<file path="config.mk">
export PLATFORM = sky130hd
export DESIGN_NAME = reg_file_param
export DESIGN_NICKNAME = d
export VERILOG_FILES = /design/src/rtl/reg_file_pkg.sv /design/src/rtl/reg_file_clear_fsm.sv /design/src/rtl/reg_file_param.sv
export SDC_FILE = /design/constraint.sdc
export NUM_CORES = 1
export LEC_CHECK = 0
export BUFFER_PORTS_ARGS = -buffer_cell sky130_fd_sc_hd__clkbuf_2
export CAP_MARGIN = 10
export CORE_MARGIN = 2
export CORE_UTILIZATION = 64
export DETAILED_ROUTE_END_ITERATION = 16
export PLACE_DENSITY = 0.85
export SLEW_MARGIN = 40
export SYNTH_ARGS = -nofsm -noshare
export SYNTH_HDL_FRONTEND = slang
export SYNTH_SLANG_ARGS = --single-unit
</file>
<file path="constraint.sdc">
create_clock -name CLK -period 2.58 [get_ports CLK]
set_input_delay 0.129 -clock CLK [delete_from_list [all_inputs] [get_ports CLK]]
set_output_delay 0.129 -clock CLK [all_outputs]
set_load 0.05 [all_outputs]
</file>
<file path="src/rtl/reg_file_pkg.sv">
// Shared definitions for the parametrised register file: clear-FSM states and default sizes.
package reg_file_pkg;

  localparam int unsigned REG_WIDTH  = 8;
  localparam int unsigned REG_ADDR_W = 3;

  typedef enum logic {
    ST_IDLE,
    ST_CLEARING
  } clr_state_t;

endpackage

</file>
<file path="src/rtl/reg_file_clear_fsm.sv">
// Clear sweep controller: state, sweep pointer, BUSY/DROP and write qualification.
module reg_file_clear_fsm
  import reg_file_pkg::*;
#(
  parameter int unsigned ADDR_W = REG_ADDR_W
) (
  input  logic              CLK,
  input  logic              RESET,
  input  logic              CLEAR,
  input  logic              WRITE,
  output logic              BUSY,
  output logic              DROP,
  output logic              wr_en,
  output logic              clr_en,
  output logic [ADDR_W-1:0] clr_idx
);

  clr_state_t        state, state_n;
  logic [ADDR_W-1:0] ptr, ptr_n;
  logic              busy_n, drop_n;

  always_ff @(posedge CLK or negedge RESET) begin
    if (!RESET) begin
      state <= ST_IDLE;
      ptr   <= '0;
      BUSY  <= 1'b0;
      DROP  <= 1'b0;
    end else begin
      state <= state_n;
      ptr   <= ptr_n;
      BUSY  <= busy_n;
      DROP  <= drop_n;
    end
  end

  always_comb begin
    state_n = state;
    ptr_n   = ptr;
    busy_n  = BUSY;
    drop_n  = 1'b0;
    wr_en   = 1'b0;
    clr_en  = 1'b0;
    case (state)
      ST_IDLE: begin
        if (CLEAR) begin
          // CLEAR wins over a coincident write; the write is reported as dropped
          state_n = ST_CLEARING;
          ptr_n   = '0;
          busy_n  = 1'b1;
          drop_n  = WRITE;
        end else begin
          wr_en = WRITE;
        end
      end
      ST_CLEARING: begin
        clr_en = 1'b1;
        ptr_n  = ptr + 1'b1;
        drop_n = WRITE;
        if (ptr == '1) begin
          state_n = ST_IDLE;
          busy_n  = 1'b0;
        end
      end
      default: state_n = ST_IDLE;
    endcase
  end

  assign clr_idx = ptr;

endmodule

</file>
<file path="src/rtl/reg_file_param.sv">
// Parametrised 1W/2R register file with write bypass, optional zero register and clear sweep.
module reg_file_param
  import reg_file_pkg::*;
#(
  parameter int unsigned WIDTH     = REG_WIDTH,
  parameter int unsigned ADDR_W    = REG_ADDR_W,
  parameter int unsigned BYPASS    = 1,
  parameter int unsigned ZERO_REG0 = 0
) (
  input  logic              CLK,
  input  logic              RESET,
  input  logic              WRITE,
  input  logic [WIDTH-1:0]  IN,
  input  logic [ADDR_W-1:0] INADDRESS,
  input  logic [ADDR_W-1:0] OUT1ADDRESS,
  input  logic [ADDR_W-1:0] OUT2ADDRESS,
  output logic [WIDTH-1:0]  OUT1,
  output logic [WIDTH-1:0]  OUT2,
  input  logic              CLEAR,
  output logic              BUSY,
  output logic              DROP
);

  localparam int unsigned DEPTH = 1 << ADDR_W;

  logic [WIDTH-1:0]  mem [DEPTH];
  logic              wr_en, clr_en, wr_keep;
  logic [ADDR_W-1:0] clr_idx;

  reg_file_clear_fsm #(.ADDR_W(ADDR_W)) u_clear_fsm (
    .CLK     (CLK),
    .RESET   (RESET),
    .CLEAR   (CLEAR),
    .WRITE   (WRITE),
    .BUSY    (BUSY),
    .DROP    (DROP),
    .wr_en   (wr_en),
    .clr_en  (clr_en),
    .clr_idx (clr_idx)
  );

  // Writes to a hardwired register 0 are discarded silently (no DROP)
  assign wr_keep = wr_en && !(ZERO_REG0 != 0 && INADDRESS == '0);

  always_ff @(posedge CLK or negedge RESET) begin
    if (!RESET) begin
      for (int unsigned i = 0; i < DEPTH; i++) mem[i[ADDR_W-1:0]] <= '0;
    end else if (clr_en) begin
      mem[clr_idx] <= '0;
    end else if (wr_keep) begin
      mem[INADDRESS] <= IN;
    end
  end

  always_comb begin
    OUT1 = mem[OUT1ADDRESS];
    if (BYPASS != 0 && wr_keep && INADDRESS == OUT1ADDRESS) OUT1 = IN;
    if (ZERO_REG0 != 0 && OUT1ADDRESS == '0) OUT1 = '0;
  end

  always_comb begin
    OUT2 = mem[OUT2ADDRESS];
    if (BYPASS != 0 && wr_keep && INADDRESS == OUT2ADDRESS) OUT2 = IN;
    if (ZERO_REG0 != 0 && OUT2ADDRESS == '0) OUT2 = '0;
  end

endmodule

</file>
==> report_table.html <==
<table>
<tr><th>Metric</th><th>Value</th></tr>
<tr><th colspan="2">Placed design</th></tr>
<tr><td>PortBufs</td><td>38</td></tr>
<tr><td>HPWL after detailed placement</td><td>7.01 mm</td></tr>
<tr><td>Final GP Congestion</td><td>0.848</td></tr>
<tr><th colspan="2">GRT</th></tr>
<tr><td>Wire length of the first global-routing pass</td><td>16.2 mm</td></tr>
<tr><td>Pin count of the biggest net entering global routing</td><td>40</td></tr>
<tr><td>Overall overflow remaining after global route</td><td>0</td></tr>
<tr><td>Via count of the first global-routing pass</td><td>2874</td></tr>
<tr><td>Global-route total usage across every layer</td><td>30.3%</td></tr>
<tr><td>Initial antenna violation count</td><td>0</td></tr>
<tr><th colspan="2">Min path</th></tr>
<tr><td>Min-Delay Path Class</td><td>in2reg</td></tr>
<tr><td>Hold Path Origin</td><td>WRITE</td></tr>
<tr><th colspan="2">Yosys</th></tr>
<tr><td>Synthesized net count</td><td>303</td></tr>
<tr><td>Syn_area_per_cell</td><td>14.6 um^2</td></tr>
<tr><td>EDFF count, synth</td><td>0</td></tr>
<tr><td>Area share of the leading cell type in the synthesized netlist</td><td>42.9%</td></tr>
<tr><td>Largest cells by area after synthesis</td><td>sky130_fd_sc_hd__dfrtp_1 (43%), sky130_fd_sc_hd__a22o_1 (14%), sky130_fd_sc_hd__mux4_1 (10%)</td></tr>
<tr><td>Most used standard cells in the synthesized netlist</td><td>sky130_fd_sc_hd__dfrtp_1 (70), sky130_fd_sc_hd__a22o_1 (64), sky130_fd_sc_hd__mux2_2 (17)</td></tr>
<tr><td>Post-synth cell types</td><td>31</td></tr>
<tr><td>Post-synthesis cell type with the largest combined area</td><td>sky130_fd_sc_hd__dfrtp_1</td></tr>
<tr><td>Synthesized instance count</td><td>280</td></tr>
<tr><td>Most used DFF post-synth</td><td>sky130_fd_sc_hd__dfrtp_1</td></tr>
<tr><td>Yosys warnings</td><td>0</td></tr>
<tr><td>Seq/Total Area, Yosys</td><td>42.9%</td></tr>
<tr><td>#FFs+latches synth</td><td>70</td></tr>
<tr><td>Share of synthesized registers carrying an async set or reset</td><td>100%</td></tr>
<tr><td>Dominant cell by count in the synthesized netlist</td><td>sky130_fd_sc_hd__dfrtp_1</td></tr>
<tr><td>Mapped Area</td><td>4090 um^2</td></tr>
<tr><th colspan="2">Power</th></tr>
<tr><td>Leakage power</td><td>0.00221 uW</td></tr>
<tr><td>Relative contribution of the clock network to total power</td><td>26.5%</td></tr>
<tr><td>Power, Total</td><td>3470 uW</td></tr>
<tr><td>Reg power frac</td><td>42.1%</td></tr>
<tr><td>Peak supply drop</td><td>0.659 mV</td></tr>
<tr><td>Net switching fraction of the power</td><td>35.5%</td></tr>
<tr><td>Power Internal</td><td>2230 uW</td></tr>
<tr><td>Net Switching</td><td>1230 uW</td></tr>
<tr><td>Ratio of total power to cell area</td><td>772 nW/um^2</td></tr>
<tr><td>Combinational power share</td><td>31.4%</td></tr>
<tr><th colspan="2">Final layout</th></tr>
<tr><td>N_diodes</td><td>0</td></tr>
<tr><td>Fraction of layout instances using a drive strength above 1</td><td>36.7%</td></tr>
<tr><td>Layout Area Growth over Synthesis</td><td>9.83%</td></tr>
<tr><td>Final #Nets</td><td>334</td></tr>
<tr><th colspan="2">STA</th></tr>
<tr><td>Final Hold Viols</td><td>0</td></tr>
<tr><td>Max Freq</td><td>415 MHz</td></tr>
<tr><td>RSZ-0062 raised after global routing</td><td>no</td></tr>
<tr><td>Post-route minimum period</td><td>2.41 ns</td></tr>
<tr><td>Final clock skew</td><td>0.00453 ns</td></tr>
<tr><td>Total setup violations reported at the end of the flow</td><td>0</td></tr>
<tr><td>Final critical-path share of the clock period</td><td>93.4%</td></tr>
<tr><td>Final-layout setup total negative slack</td><td>0 ns</td></tr>
<tr><td>Final Max Slew Viols</td><td>0</td></tr>
<tr><td>Worst hold-check slack</td><td>0.0356 ns</td></tr>
<tr><td>Worst-case headroom to the max-slew limit</td><td>49.2%</td></tr>
<tr><td>Slew @ Worst Pin</td><td>0.762 ns</td></tr>
<tr><th colspan="2">Detailed routing</th></tr>
<tr><td>1st-pass router iterations</td><td>5</td></tr>
<tr><td>DR WL/cell</td><td>25.6 um</td></tr>
<tr><td>Routed via count</td><td>2851</td></tr>
<tr><td>ANT nets after route</td><td>0</td></tr>
<tr><td>Iteration-0 DRC Markers</td><td>260</td></tr>
<tr><td>DRC violations left</td><td>0</td></tr>
<tr><td>Final wirelength</td><td>10.1 mm</td></tr>
<tr><td>Via count normalized by instance count</td><td>7.25</td></tr>
<tr><th colspan="2">Status</th></tr>
<tr><td>Status</td><td>finished, final reports clean</td></tr>
<tr><th colspan="2">Setup path</th></tr>
<tr><td>Startpoint Class</td><td>flop</td></tr>
<tr><td>Worst flop-to-flop path startpoint</td><td>u_clear_fsm.state</td></tr>
<tr><td>Endpoint arrival time on the critical path</td><td>2.28 ns</td></tr>
<tr><td>Critical path required time</td><td>2.45 ns</td></tr>
<tr><td>Critical path fanouts, max</td><td>8</td></tr>
<tr><td>Type of the setup path with the least slack</td><td>reg2out</td></tr>
<tr><td>Critical path launch point</td><td>u_clear_fsm.state</td></tr>
<tr><td>Crit. End Element</td><td>primary output</td></tr>
<tr><th colspan="2">CTS</th></tr>
<tr><td>Number of H-tree levels</td><td>3</td></tr>
<tr><td>Number of sinks on the clock net</td><td>70</td></tr>
<tr><td>Number of setup buffers added after CTS</td><td>0</td></tr>
<tr><td>Insertion delay of the later-clocked pin in the worst-skew pair</td><td>0.36 ns</td></tr>
<tr><td>CTS tree</td><td>built</td></tr>
<tr><td>Register clock-pin slew on the reported worst setup and hold paths</td><td>0.07 ns</td></tr>
<tr><td>Clock tree buffer depth</td><td>2</td></tr>
<tr><td>Cts bufs inserted</td><td>9</td></tr>
<tr><td>Buffer cell driving the clock tree root</td><td>sky130_fd_sc_hd__clkbuf_8</td></tr>
<tr><th colspan="2">Floorplanning</th></tr>
<tr><td>Die height</td><td>83.9 um</td></tr>
<tr><td>Die Span X</td><td>83.9 um</td></tr>
<tr><td>Effective utilization at floorplan</td><td>65.1%</td></tr>
<tr><td>Total core area</td><td>6280 um^2</td></tr>
<tr><td>Number of placement rows</td><td>29</td></tr>
<tr><td>Top-Level Pins</td><td>39</td></tr>
<tr><td>Die footprint</td><td>7040 um^2</td></tr>
<tr><th colspan="2">Run</th></tr>
<tr><td>Max-capacitance violation count</td><td>0</td></tr>
</table>
area by class of cell:
class,count,area (um^2)
multi-input cells,180,2150
clock inverters,4,45.0
repair buffers,48,280
well taps,77,96.3
flip-flops and latches,70,1750
inverters,2,7.51
clock buffers,12,155
fillers,413,1790
metal layers:
metal / up-vias / GRT usage (%) / share of wire, %
met1: 1471 / 43.6 / 41
met2: 153 / 45.7 / 49
met5: - / 0 / 0
li1: 1201 / - / -
met4: 0 / 12.5 / 2.5
met3: 26 / 6.33 / 7.2
through the flow:
step	setup WS [ns]	util (%)	instance area, um^2	std cells
after floorplan	0.827	-	4090	280
after global placement	0.486	68.1	4270	376
after detailed placement	0.473	68.1	4270	376
after CTS	0.181	71.4	4480	393
after global routing	0.0648	71.5	4490	393
final	0.169	71.5	4490	393
registers in the layout, summed over array words and instances, names as in the netlist:
name and flops:
mem 64, u_clear_fsm.BUSY 1, u_clear_fsm.DROP 1, u_clear_fsm.clr_idx 3, u_clear_fsm.state 1
critical path, stage by stage, from the launching register on:
cell and delay (ns):
sky130_fd_sc_hd__dfrtp_1 0.38, sky130_fd_sc_hd__nor3b_1 0.39, sky130_fd_sc_hd__nand4_2 0.46, sky130_fd_sc_hd__mux2_4 0.44, sky130_fd_sc_hd__clkbuf_2 0.24
power by group through the flow:
stage	combinational (uW)	sequential [uW]	clock (uW)
floorplan	807	1440	0
detailed placement	1080	1460	0
finish	1090	1460	918
CTS	1080	1450	916
global route	1170	1480	965
global placement	1030	1450	0
layout by cell type (no fill, tap or decap), types with 8 or more instances in the layout:
cell / count
sky130_fd_sc_hd__dfrtp_1: 70
sky130_fd_sc_hd__a22o_1: 64
sky130_fd_sc_hd__clkbuf_2: 37
sky130_fd_sc_hd__mux2_2: 17
sky130_fd_sc_hd__mux4_1: 16
sky130_fd_sc_hd__mux4_2: 16
sky130_fd_sc_hd__mux2_4: 16
sky130_fd_sc_hd__clkbuf_8: 11
sky130_fd_sc_hd__buf_4: 8
worst paths after layout:
path                                     endpoint  cells past startpoint  slack (ns)
max in group asynchronous                 mem[14]                      3        1.53
setup / recovery                          OUT2[4]                      4        0.17
setup reg to reg                          mem[27]                      4        0.53
hold / removal                   u_clear_fsm.DROP                      2        0.04
min in group asynchronous  u_clear_fsm.clr_idx[2]                      2        0.38
hold reg to reg                           mem[49]                      1        0.52
cells by family (layout without fill, tap and decap cells):
group           count (synthesis)  in the layout  synth area share (%)
fa+ha+maj                       2              2                 0.612
buf+inv                        30             66                  4.56
compound gates                 76             76                  15.4
mux                            65             65                  29.7
simple gates                   31             31                  5.60
xor+xnor                        6              6                  1.29
flops                          70             70                  42.9
timing repair:
item                                   in CTS  in global routing
gates resized for setup                     0                  0
hold buffers                                1                  0
endpoints found under the hold margin      31                  0
Power figures use the tool's default switching activity.
